**config.mk**
```make
export PLATFORM = sky130hd
export DESIGN_NAME = led_matrix_scan_driver_flat
export DESIGN_NICKNAME = d
export VERILOG_FILES = /design/src/rtl/led_scan_pkg.sv /design/src/rtl/led_matrix_scan_driver_if.sv /design/src/rtl/led_pwm_step_counter.sv /design/src/rtl/led_matrix_scan_driver.sv /design/src/flat_wrapper.sv
export SDC_FILE = /design/constraint.sdc
export NUM_CORES = 1
export LEC_CHECK = 0
export ABC_CLOCK_PERIOD_IN_PS = 7200
export CORE_ASPECT_RATIO = 0.6
export CORE_UTILIZATION = 53
export CTS_BUF_LIST = sky130_fd_sc_hd__clkbuf_2
export DETAILED_ROUTE_END_ITERATION = 10
export DONT_BUFFER_PORTS = 1
export MAX_ROUTING_LAYER = met4
export PLACE_DENSITY_LB_ADDON = 0.15
export SLEW_MARGIN = 0
export SYNTH_ARGS = -nofsm -noshare
export SYNTH_HDL_FRONTEND = slang
export SYNTH_SLANG_ARGS = --single-unit
export TNS_END_PERCENT = 10
```
**constraint.sdc**
```tcl
create_clock -name clk_i -period 7.2 [get_ports clk_i]
set_clock_uncertainty 0.15 [all_clocks]
set_input_delay 1.08 -clock clk_i [delete_from_list [all_inputs] [get_ports clk_i]]
set_output_delay 1.08 -clock clk_i [all_outputs]
set_load 0.005 [all_outputs]
```
**src/rtl/led_scan_pkg.sv**
```systemverilog
// Shared types and constants for the LED matrix scan driver and its PWM step counter.
package led_scan_pkg;

  typedef enum logic [1:0] {
    IDLE  = 2'd0,
    BLANK = 2'd1,
    ON    = 2'd2
  } scan_state_t;

  localparam int PWM_STEPS  = 16;
  localparam int STEP_W     = 4;
  localparam int FRAME_BITS = 32;

  // The 32-bit frame must map exactly onto the physical array.
  function automatic bit geometry_ok(input int rows, input int cols);
    return (rows * cols) == FRAME_BITS;
  endfunction

endpackage

```
**src/rtl/led_matrix_scan_driver_if.sv**
```systemverilog
// Frame/brightness inputs and row/column drive outputs of the LED matrix scan driver.
interface led_matrix_scan_driver_if
  import led_scan_pkg::*;
#(
  parameter int ROWS = 4,
  parameter int COLS = 8
);

  logic [FRAME_BITS-1:0] frame_i;
  logic                  enable_i;
  logic [STEP_W-1:0]     brightness_i;
  logic [ROWS-1:0]       row_o;
  logic [COLS-1:0]       col_o;
  logic                  frame_sync_o;

  modport master (
    output frame_i, enable_i, brightness_i,
    input  row_o, col_o, frame_sync_o
  );

  modport slave (
    input  frame_i, enable_i, brightness_i,
    output row_o, col_o, frame_sync_o
  );

endinterface

```
**src/rtl/led_pwm_step_counter.sv**
```systemverilog
// STEP_CYCLES prescaler feeding a 4-bit PWM step counter; exposes the next step value and a window-end flag.
module led_pwm_step_counter
  import led_scan_pkg::*;
#(
  parameter int STEP_CYCLES = 64
) (
  input  logic              clk,
  input  logic              srst,
  input  logic              run,
  input  logic              clear,
  output logic [STEP_W-1:0] step_next,
  output logic              wrap
);

  localparam int PW = (STEP_CYCLES > 1) ? $clog2(STEP_CYCLES) : 1;

  logic [PW-1:0]     presc_reg;
  logic [PW-1:0]     presc_next;
  logic [STEP_W-1:0] step_reg;
  logic              tick;

  assign tick = run && (presc_reg == PW'(STEP_CYCLES - 1));
  // wrap marks the last clock of the 16-step on-window
  assign wrap = tick && (step_reg == STEP_W'(PWM_STEPS - 1));

  always_comb begin
    presc_next = presc_reg;
    step_next  = step_reg;
    if (clear) begin
      presc_next = '0;
      step_next  = '0;
    end else if (run) begin
      if (tick) begin
        presc_next = '0;
        step_next  = step_reg + 1'b1;
      end else begin
        presc_next = presc_reg + 1'b1;
      end
    end
  end

  always_ff @(posedge clk) begin
    if (srst) begin
      presc_reg <= '0;
      step_reg  <= '0;
    end else begin
      presc_reg <= presc_next;
      step_reg  <= step_next;
    end
  end

endmodule

```
**src/rtl/led_matrix_scan_driver.sv**
```systemverilog
// Row-at-a-time scan driver with blanking, 16-step PWM brightness and a frame shadow
// register reloaded at every row-0 blank so CPU writes never tear a scan.
module led_matrix_scan_driver
  import led_scan_pkg::*;
#(
  parameter int ROWS         = 4,
  parameter int COLS         = 8,
  parameter int STEP_CYCLES  = 64,
  parameter int BLANK_CYCLES = 16
) (
  input  logic                     clk_i,
  input  logic                     rst_i,
  led_matrix_scan_driver_if.slave  bus
);

  localparam int RW = (ROWS > 1) ? $clog2(ROWS) : 1;
  localparam int BW = (BLANK_CYCLES > 1) ? $clog2(BLANK_CYCLES) : 1;

  if (!geometry_ok(ROWS, COLS)) begin : g_bad_geometry
    $error("led_matrix_scan_driver: ROWS*COLS must equal %0d", FRAME_BITS);
  end

  scan_state_t           state_reg;
  scan_state_t           state_next;
  logic [RW-1:0]         row_reg;
  logic [RW-1:0]         row_next;
  logic [BW-1:0]         blank_cnt_reg;
  logic [BW-1:0]         blank_cnt_next;
  logic [FRAME_BITS-1:0] shadow_reg;
  logic [FRAME_BITS-1:0] shadow_next;
  logic [STEP_W-1:0]     bright_reg;
  logic [STEP_W-1:0]     bright_next;
  logic                  frame_load;

  logic [ROWS-1:0]       row_o_reg;
  logic [ROWS-1:0]       row_o_next;
  logic [COLS-1:0]       col_o_reg;
  logic [COLS-1:0]       col_o_next;
  logic                  sync_reg;
  logic                  sync_next;

  logic                  step_run;
  logic                  step_clear;
  logic                  step_wrap;
  logic [STEP_W-1:0]     step_next;

  logic [COLS-1:0]       frame_rows [ROWS];
  logic [ROWS-1:0]       row_onehot;

  // Counters sit at zero outside ON so every on-window starts at step 0.
  assign step_run   = (state_reg == ON);
  assign step_clear = (state_next != ON);

  led_pwm_step_counter #(
    .STEP_CYCLES (STEP_CYCLES)
  ) u_step_counter (
    .clk       (clk_i),
    .srst      (rst_i),
    .run       (step_run),
    .clear     (step_clear),
    .step_next (step_next),
    .wrap      (step_wrap)
  );

  always_ff @(posedge clk_i) begin
    if (rst_i) begin
      state_reg     <= IDLE;
      row_reg       <= '0;
      blank_cnt_reg <= '0;
      shadow_reg    <= '0;
      bright_reg    <= '0;
      row_o_reg     <= '0;
      col_o_reg     <= '0;
      sync_reg      <= 1'b0;
    end else begin
      state_reg     <= state_next;
      row_reg       <= row_next;
      blank_cnt_reg <= blank_cnt_next;
      shadow_reg    <= shadow_next;
      bright_reg    <= bright_next;
      row_o_reg     <= row_o_next;
      col_o_reg     <= col_o_next;
      sync_reg      <= sync_next;
    end
  end

  always_comb begin
    state_next     = state_reg;
    row_next       = row_reg;
    blank_cnt_next = blank_cnt_reg;
    shadow_next    = shadow_reg;
    bright_next    = bright_reg;
    frame_load     = 1'b0;
    if (!bus.enable_i) begin
      state_next     = IDLE;
      row_next       = '0;
      blank_cnt_next = '0;
    end else begin
      unique case (state_reg)
        IDLE: begin
          state_next     = BLANK;
          row_next       = '0;
          blank_cnt_next = '0;
          shadow_next    = bus.frame_i;
          frame_load     = 1'b1;
        end
        BLANK: begin
          if (blank_cnt_reg == BW'(BLANK_CYCLES - 1)) begin
            state_next     = ON;
            blank_cnt_next = '0;
            bright_next    = bus.brightness_i;
          end else begin
            blank_cnt_next = blank_cnt_reg + 1'b1;
          end
        end
        ON: begin
          if (step_wrap) begin
            state_next     = BLANK;
            blank_cnt_next = '0;
            // Wrapping back to row 0 starts a new frame
            if (row_reg == RW'(ROWS - 1)) begin
              row_next    = '0;
              shadow_next = bus.frame_i;
              frame_load  = 1'b1;
            end else begin
              row_next = row_reg + 1'b1;
            end
          end
        end
        default: state_next = IDLE;
      endcase
    end
  end

  for (genvar gi = 0; gi < ROWS; gi++) begin : g_rows
    assign frame_rows[gi] = shadow_next[gi*COLS +: COLS];
    assign row_onehot[gi] = (row_next == RW'(gi));
  end

  // Outputs are derived from next-state values so the registers line up with the state.
  always_comb begin
    row_o_next = '0;
    col_o_next = '0;
    sync_next  = frame_load;
    if (state_next == ON) begin
      row_o_next = row_onehot;
      if (step_next < bright_next) begin
        col_o_next = frame_rows[row_next];
      end
    end
  end

  assign bus.row_o        = row_o_reg;
  assign bus.col_o        = col_o_reg;
  assign bus.frame_sync_o = sync_reg;

endmodule

```
**src/flat_wrapper.sv**
```systemverilog
// flat-port wrapper written by rule: the top's interface ports become plain ports
module led_matrix_scan_driver_flat import led_scan_pkg::*;
#(
  parameter int ROWS         = 4,
  parameter int COLS         = 8,
  parameter int STEP_CYCLES  = 64,
  parameter int BLANK_CYCLES = 16
)
  (clk_i, rst_i, bus_frame_i, bus_enable_i, bus_brightness_i, bus_row_o, bus_col_o, bus_frame_sync_o);
  led_matrix_scan_driver_if #(.ROWS(ROWS), .COLS(COLS)) bus_i ();
  input  logic clk_i;
  input  logic rst_i;
  input wire logic [$bits(bus_i.frame_i)-1:0] bus_frame_i;
  input wire logic [$bits(bus_i.enable_i)-1:0] bus_enable_i;
  input wire logic [$bits(bus_i.brightness_i)-1:0] bus_brightness_i;
  output wire logic [$bits(bus_i.row_o)-1:0] bus_row_o;
  output wire logic [$bits(bus_i.col_o)-1:0] bus_col_o;
  output wire logic [$bits(bus_i.frame_sync_o)-1:0] bus_frame_sync_o;
  assign bus_i.frame_i = bus_frame_i;
  assign bus_i.enable_i = bus_enable_i;
  assign bus_i.brightness_i = bus_brightness_i;
  assign bus_row_o = bus_i.row_o;
  assign bus_col_o = bus_i.col_o;
  assign bus_frame_sync_o = bus_i.frame_sync_o;
  led_matrix_scan_driver #(.ROWS(ROWS), .COLS(COLS), .STEP_CYCLES(STEP_CYCLES), .BLANK_CYCLES(BLANK_CYCLES)) u_core (.clk_i(clk_i), .rst_i(rst_i), .bus(bus_i));
endmodule
```
==> results.txt, run 1 <==
Share of cells above drive strength 1: 9.09%
Vias post-DR: 2305
CP Data Required Time: 7450 ps
Status: finished, violations left
Synth Instances: 319
Hpwl dp: 4540 um
Initial antenna violation count: 0
Max clock buf depth: 2
Final Critical Period: 3060 ps
Max-cap viol count: 0
Wire per inst: 16.7 um
Pwr dens: 217 nW/um2
Dpl cells: 369
Postcts setup bufs: 0
CP max stage delay: 430 ps
Max reg flops: 32
TritonCTS clock tree: done
Later-pin clock latency in the skew report: 450 ps
Core area: 5180 um2
Area grow syn2layout: 5.13%
Num CTS Buffers: 9
Reg2Reg Capture Point: u_core.bus.col_o[1]$_SDFF_PP0_
Hold WC Path Type: flop to flop
Yosys top cell by area: dfxtp_1
Core Rows: 20
Post-CTS sizing: 0
FF+latch count, synth: 67
Top cells by area, synth: dfxtp_1 46%, a21oi_1 7.5%, mux2i_1 7.2%
Violated checks: design-rule violations
CTS Root Cell: clkbuf_2
Setup WS post-layout: 4140 ps
Yosys warnings: 0
Nets@finish: 360
Hold Vio Cnt, Final: 0
Worst slack, placed: 4080 ps
Clock-pin slew on the worst setup and hold paths: 180 ps
CP max FO: 8
Crit path from: u_core.u_step_counter.step_reg[0]$_SDFF_PP0_
WS Path Type: flop to flop
Starting DRT DRC Count: 170
Tot Pwr: 0.000668 W
Die W: 97.9 um
Hold_sp: u_core.blank_cnt_reg[3]$_SDFFE_PP0P_
I/O pin count: 52
Avg Cell Area, Syn: 9.17 um2
Worst-margin pin slew: 934 ps
Setup TNS: 0 ps
EDFF count, synth: 0
Chip height: 59.5 um
Syn Nets: 365
Critical path's top delay family: compound AO/OA/AOI/OAI gates
Sequential share of the synthesized area: 45.9%
Critical path, cell by cell: ha_1 -> nand4_2 -> o311a_1 -> nor2_1 -> nor2_1 -> ha_1 -> a21o_1 -> a211oi_1 -> o21ai_2 -> a21oi_1
Placed cell areas: 2940 um2
F_max: 327 MHz
WP data arrival: 3320 ps
Synth Cell Area: 2930 um2
WP buf/inv: 0
Crit-path slowest cell: o311a_1
Vias in the first global route: 2000
Ant diodes: 0
Non-filler instance count after layout: 385
Reg2Reg Depth: 10
Total GRT Usage: 24.3%
Worst vdd ir: 99.8 uV
Drt pass-1 iters: 8
Commonest non-fill, non-tap cell in the layout: dfxtp_1
Largest net degree at the start of global routing: 44
FFs w/ async S/R, synth: 0%
Hold Crit Depth: 2
RR Startpoint: u_core.u_step_counter.step_reg[0]$_SDFF_PP0_
RSZ-0062 raised after global routing: no
Post-CTS Hold Buffers: 0
Most frequent cells in the layout: 67 x dfxtp_1, 44 x a21oi_1, 42 x nor2_1
Setup crit start kind: flop
P_leak: 1.17 nW
Die area: 5830 um2
Final WL: 6420 um
Via density: 5.99
Fin. max-slew vios: 0
Antenna viol nets, final: 0
Grt ovf: 0
Sink Count: 67
Share of the synthesized area in the top cell type: 45.9%
Final period util: 42.5%
Routability Congestion: 0.798
Setup violators final: 0
Reg2reg setup slack: 4140 ps
Design area: 3080 um2
H-Tree Depth: 3
WHS Endpoint: u_core.blank_cnt_reg[3]$_SDFFE_PP0P_
Top FF cell, synth: dfxtp_1
Crit path capture type: flop
Relative slew slack: 37.6%
Initial Util: 56.5%
First-pass GRT wire length: 10300 um
Remaining DRCs: 5
Count of unique library cells instantiated by Yosys: 48
IO Port Bufs: 0
-- worst register-to-register path, cell delays in order, from the launching register on --
cell and delay [ps]:
dfxtp_1 410, ha_1 220, nand4_2 250, o311a_1 430
nor2_1 330, nor2_1 110, ha_1 320, a21o_1 180
a211oi_1 270, o21ai_2 190, a21oi_1 150
-- cell type report --
type	count	area [um2]
fill	478	2100
multi-input combinational	233	1500
sequential	67	1340
tap	66	82.6
clock inverter	5	77.6
clock buffer	11	55.1
timing repair buffer	1	7.51
inverter	2	7.51
-- cell families after synthesis --
kind of cell / share of synthesized area, %
AND/OR/NAND/NOR: 18.5
buffers and inverters: 2.74
AO/OA/AOI/OAI: 20.9
multiplexers: 7.19
flip-flops: 45.9
adder cells (fa/ha/maj): 2.99
XOR/XNOR: 1.80
-- synth_stat cells, types with 2 or more instances --
cell	count
nor2b_1	6
nand4_1	2
nand3_1	19
inv_1	2
a21oi_1	44
a22oi_1	2
o22a_1	9
or3_1	2
nor2_1	42
o21ai_0	27
buf_2	4
nand2_1	8
ha_1	7
nor3_1	5
mux2i_1	21
and3_1	2
nand2b_1	4
xnor2_1	4
xor2_1	2
nand3b_1	3
clkbuf_1	11
dfxtp_1	67
-- stage by stage --
stage | hold slack (ps) | util (%)
finish | 353 | 59.4
global route | 374 | 59.4
CTS | 353 | 59.4
detailed placement | 332 | 56.8
global placement | 321 | 56.8
floorplan | 298 | -
-- worst max-delay path by stage --
stage,to,slack [ps],cells after the start
2_1_floorplan,u_core.bus.col_o[0]$_SDFF_PP0_,4270,9
3_3_place_gp,u_core.bus.col_o[6]$_SDFF_PP0_,4160,8
3_5_place_dp,u_core.bus.col_o[2]$_SDFF_PP0_,4080,8
4_1_cts,u_core.bus.col_o[1]$_SDFF_PP0_,4120,10
5_1_grt,u_core.bus.col_o[4]$_SDFF_PP0_,3860,10
6_report,u_core.bus.col_o[1]$_SDFF_PP0_,4140,10
-- power breakdown --
group	internal, W	switching, W
clock network	0.000117	0.000129
registers	0.000382	0.00000332
logic	0.0000163	0.0000203
-- layer usage --
| layer | share of wire [%] | track usage [%] |
|---|---|---|
| met5 | 0 | - |
| met4 | 0.37 | 6.49 |
| met3 | 9.5 | 7.90 |
| met2 | 38 | 29.0 |
| met1 | 52 | 37.0 |
(Power assumes the default switching activity.)
==> run 2: changes to the inputs <==
Settings changed: ABC_CLOCK_PERIOD_IN_PS 7200 to 3150.
Clock period 7.2 ns to 3.15 ns, I/O delays scaled along.
==> results.txt, run 2 (synthesized netlist as in run 1, its figures left out) <==
Status: finished, violations left
Violated checks: design-rule violations
Commonest non-fill, non-tap cell in the layout: dfxtp_1
Setup crit start kind: flop
I/O pin count: 52
WS Path Type: flop to flop
Drt pass-1 iters: 7
RR Startpoint: u_core.blank_cnt_reg[0]$_SDFFE_PP0P_
Worst slack, placed: 205 ps
RSZ-0062 raised after global routing: no
Clock-pin slew on the worst setup and hold paths: 170 ps
Share of cells above drive strength 1: 10.2%
Setup violators final: 0
Relative slew slack: 57.1%
Final period util: 90.7%
IO Port Bufs: 0
Vias in the first global route: 2324
WP buf/inv: 0
F_max: 350 MHz
Final WL: 6990 um
Fin. max-slew vios: 0
Hold WC Path Type: primary input to flop
Core Rows: 20
Core area: 5180 um2
Die W: 97.9 um
Total GRT Usage: 27.6%
Area grow syn2layout: 18.7%
Remaining DRCs: 6
First-pass GRT wire length: 11700 um
Later-pin clock latency in the skew report: 510 ps
Max-cap viol count: 0
Pwr dens: 434 nW/um2
Crit-path slowest cell: dfxtp_1
Max clock buf depth: 2
P_leak: 1.35 nW
Worst vdd ir: 226 uV
Vias post-DR: 2444
Crit path from: u_core.blank_cnt_reg[0]$_SDFFE_PP0P_
Die area: 5830 um2
CP Data Required Time: 3440 ps
TritonCTS clock tree: done
Largest net degree at the start of global routing: 42
Most frequent cells in the layout: 66 x dfxtp_1, 44 x a21oi_1, 41 x nor2_1
Hold_sp: bus_frame_i[27]
Chip height: 59.5 um
Critical path, cell by cell: ha_1 -> and3_1 -> and3_1 -> mux2i_1 -> ha_1 -> a21o_1 -> a211oi_1 -> o21ai_2 -> a21oi_1
Nets@finish: 402
Sink Count: 67
CP max FO: 8
WP data arrival: 3140 ps
CTS Root Cell: clkbuf_2
Ant diodes: 0
Crit path capture type: flop
Hpwl dp: 4620 um
Final Critical Period: 2860 ps
Wire per inst: 16.4 um
Max reg flops: 32
Starting DRT DRC Count: 175
Num CTS Buffers: 9
Hold Vio Cnt, Final: 0
Grt ovf: 0
Critical path's top delay family: compound AO/OA/AOI/OAI gates
Setup WS post-layout: 294 ps
Via density: 5.72
Worst-margin pin slew: 642 ps
H-Tree Depth: 3
Setup TNS: 0 ps
Routability Congestion: 0.839
Initial antenna violation count: 0
Antenna viol nets, final: 0
Postcts setup bufs: 0
CP max stage delay: 410 ps
Initial Util: 56.5%
## run 2: metal layers
| layer | share of wire [%] | vias to the layer above | track usage [%] |
|---|---|---|---|
| met4 | 1.2 | 0 | 8.87 |
| li1 | - | 1227 | - |
| met2 | 41 | 81 | 39.1 |
| met5 | 0 | - | - |
| met3 | 7.5 | 10 | 9.20 |
| met1 | 50 | 1126 | 37.0 |
## run 2: final cells by class
| class | instances | area, um2 |
|---|---|---|
| flip-flops and latches | 67 | 1340 |
| repair buffers | 43 | 425 |
| clock inverters | 5 | 53.8 |
| multi-input cells | 233 | 1510 |
| inverters | 2 | 7.51 |
| clock buffers | 11 | 55.1 |
| well taps | 66 | 82.6 |
| fillers | 439 | 1710 |
## run 2: stage by stage
stage / utilization, % / cell area [um2] / total power (W) / instances / hold slack [ps]
CTS: 67.0 / 3470 / 0.00151 / 427 / 0.881
global placement: 57.5 / 2980 / 0.000981 / 374 / 321
global route: 67.1 / 3470 / 0.00157 / 427 / 27.1
floorplan: - / 2930 / 0.000974 / 319 / 298
finish: 67.1 / 3470 / 0.00151 / 427 / 47.8
detailed placement: 57.5 / 2980 / 0.000984 / 374 / 327
## run 2: power breakdown
group	internal (W)	leakage [nW]	switching (W)
clock network	0.000187	0.0757	0.000303
logic	0.0000692	0.729	0.0000657
registers	0.000873	0.546	0.00000862
total	0.00113	1.35	0.000377
## run 2: worst register-to-register path, stage by stage, from the launching register on
cell and delay [ps]:
dfxtp_1 410, ha_1 200, and3_1 240, and3_1 380, mux2i_1 300, ha_1 290, a21o_1 190, a211oi_1 260
o21ai_2 190, a21oi_1 180
## run 2: path summary, 6_finish.rpt
path	to	depth (start not counted)	slack, ps
worst min register to register	u_core.shadow_reg[25]$_SDFF_PP0_	2	360
worst max-delay path	u_core.bus.col_o[0]$_SDFF_PP0_	9	290
worst min-delay path	u_core.shadow_reg[27]$_SDFF_PP0_	2	50
worst max register to register	u_core.bus.col_o[0]$_SDFF_PP0_	9	290
## run 2: what timing repair did
action / CTS / global route
hold buffers: 37 / 0
gates resized for setup: 0 / 2
setup endpoints to repair: 0 / 8
endpoints found under the hold margin: 42 / 0
==> run 3: changes to the inputs <==
Settings changed: SYNTH_HIERARCHICAL from default to 1.
==> results.txt, run 3 <==
Status: completed
Avg Cell Area, Syn: 10.2 um2
Worst slack, placed: 142 ps
Non-filler instance count after layout: 404
Initial antenna violation count: 0
F_max: 340 MHz
CP Data Required Time: 3470 ps
Routability Congestion: 0.851
Starting DRT DRC Count: 117
Core Rows: 20
Setup crit start kind: flop
TritonCTS clock tree: done
NetSw: 0.000385 W
Remaining DRCs: 0
Post-layout util: 68.4%
Num CTS Buffers: 9
Flop pwr share: 55.3%
Max reg flops: 32
Top FF cell, synth: dfxtp_1
Syn Nets: 340
Combinational power share: 8.5%
FF+latch area: 1350 um2
FILL cells: 423
Hold WC Path Type: primary input to flop
Setup violators final: 0
Top-count cell post-synth: dfxtp_1
Synth Instances: 294
Die area: 5990 um2
Grt ovf: 0
Top cells by area, synth: dfxtp_1 45%, mux2i_1 12%, nor2_1 6.1%
Pint: 0.00121 W
CP max stage delay: 480 ps
Crit-path slowest cell: or4_4
Most frequent cells in the layout: 66 x dfxtp_1, 48 x nor2_1, 35 x mux2i_1
Max-cap viol count: 0
RSZ-0062 raised after global routing: no
Worst vdd ir: 307 uV
Drt pass-1 iters: 4
Relative slew slack: 65.2%
FFs w/ async S/R, synth: 0%
EDFF count, synth: 0
Final period util: 93.3%
Fin. max-slew vios: 0
Synth Cell Area: 3010 um2
Sink Count: 67
Chip height: 60.3 um
Clock-pin slew on the worst setup and hold paths: 190 ps
Crit path capture type: flop
P_leak: 1.37 nW
Switching share of power: 24.2%
Sequential share of the synthesized area: 44.6%
Yosys warnings: 6
Tot Pwr: 0.00159 W
Die W: 99.2 um
Share of cells above drive strength 1: 17.2%
Count of unique library cells instantiated by Yosys: 59
Core area: 5260 um2
Largest net degree at the start of global routing: 39
Area of the multi-input gates: 1560 um2
WP buf/inv: 1
CTS Root Cell: clkbuf_2
Yosys top cell by area: dfxtp_1
Area grow syn2layout: 19.5%
Hold Vio Cnt, Final: 0
Initial Util: 57.2%
Wire per inst: 16.3 um
Dpl cells: 350
Critical path, cell by cell: ha_1 -> nand3_4 -> buf_4 -> or4_4 -> a21oi_1 -> ha_1 -> a21o_1 -> a21oi_1 -> o211ai_4 -> o21ba_1
First-pass GRT wire length: 10200 um
IO Port Bufs: 0
Max clock buf depth: 2
Worst-margin pin slew: 518 ps
Later-pin clock latency in the skew report: 500 ps
Nets@finish: 379
WS Path Type: flop to flop
FF+latch count, synth: 67
H-Tree Depth: 3
WP data arrival: 3260 ps
Pwr dens: 444 nW/um2
Setup TNS: 0 ps
I/O pin count: 52
Final WL: 6570 um
Share of the synthesized area in the top cell type: 44.6%
Vias post-DR: 2270
Vias in the first global route: 2087
Setup WS post-layout: 211 ps
Antenna viol nets, final: 0
Clock Power Share: 36.2%
Hpwl dp: 4350 um
Via density: 5.62
Critical path's top delay family: compound AO/OA/AOI/OAI gates
Total GRT Usage: 23.5%
Post-synth top cells: 67 x dfxtp_1, 49 x nor2_1, 35 x mux2i_1
Ant diodes: 0
Commonest non-fill, non-tap cell in the layout: dfxtp_1
CP max FO: 9
Final Critical Period: 2940 ps
## run 3: cell count changes after synthesis, sizes merged, moves of 6 or more
cell / change
a21oi: -24
o21ai: -22
mux2i: +14
nand3: -12
nor2: +7
nand2: -6
## run 3: routing by layer
| layer | global-route usage, % | vias up | part of all wire [%] |
|---|---|---|---|
| met3 | 7.37 | 10 | 7.2 |
| met4 | 8.40 | 0 | 1.3 |
| met1 | 31.5 | 1063 | 50 |
| li1 | - | 1128 | - |
| met2 | 33.3 | 69 | 42 |
| met5 | - | - | 0 |
## run 3: final cells by class
type,count,area share (%)
inverters,5,0.662
clock buffers,9,1.25
flip-flops and latches,67,37.4
clock inverters,7,2.54
multi-input cells,205,43.3
repair buffers,45,12.5
well taps,66,2.30
## run 3: timing repair
action,4_1_cts,5_1_grt
hold buffers,34,1
gates resized for setup,0,0
setup endpoints to repair,0,3
buffers inserted,0,3
endpoints found under the hold margin,37,1
## run 3: cells by family after synthesis
kind of cell | Yosys count | share of synthesized area, %
AO/OA/AOI/OAI | 62 | 16.6
XOR/XNOR | 3 | 0.874
adder cells (fa/ha/maj) | 7 | 2.91
buffers and inverters | 22 | 4.91
flip-flops | 67 | 44.6
multiplexers | 37 | 12.4
AND/OR/NAND/NOR | 96 | 17.7
## run 3: worst paths after layout
check / start / endpoint / slack (ps) / depth (start not counted)
setup / recovery: u_core/u_step_counter/presc_reg[0]$_SDFFE_PP0P_ / u_core/bus.col_o[7]$_SDFF_PP0_ / 210 / 10
hold / removal: bus_frame_i[25] / u_core/shadow_reg[25]$_SDFF_PP0_ / 30 / 2
setup reg to reg: u_core/u_step_counter/presc_reg[0]$_SDFFE_PP0P_ / u_core/bus.col_o[7]$_SDFF_PP0_ / 210 / 10
hold reg to reg: u_core/blank_cnt_reg[3]$_SDFFE_PP0P_ / u_core/blank_cnt_reg[3]$_SDFFE_PP0P_ / 360 / 2
## run 3: power by group through the flow
stage | registers [W] | logic [W] | clock network (W)
finish | 0.000881 | 0.000136 | 0.000576
global route | 0.000884 | 0.000148 | 0.000623
CTS | 0.000881 | 0.000134 | 0.000594
detailed placement | 0.000898 | 0.0000904 | 0
global placement | 0.000897 | 0.0000891 | 0
floorplan | 0.000896 | 0.0000877 | 0
## run 3: through the flow
step | hold slack (ps) | area [um2]
2_1_floorplan | 306 | 3040
3_3_place_gp | 317 | 3070
3_5_place_dp | 329 | 3070
4_1_cts | 3.92 | 3560
5_1_grt | 6.76 | 3590
6_report | 32.5 | 3590
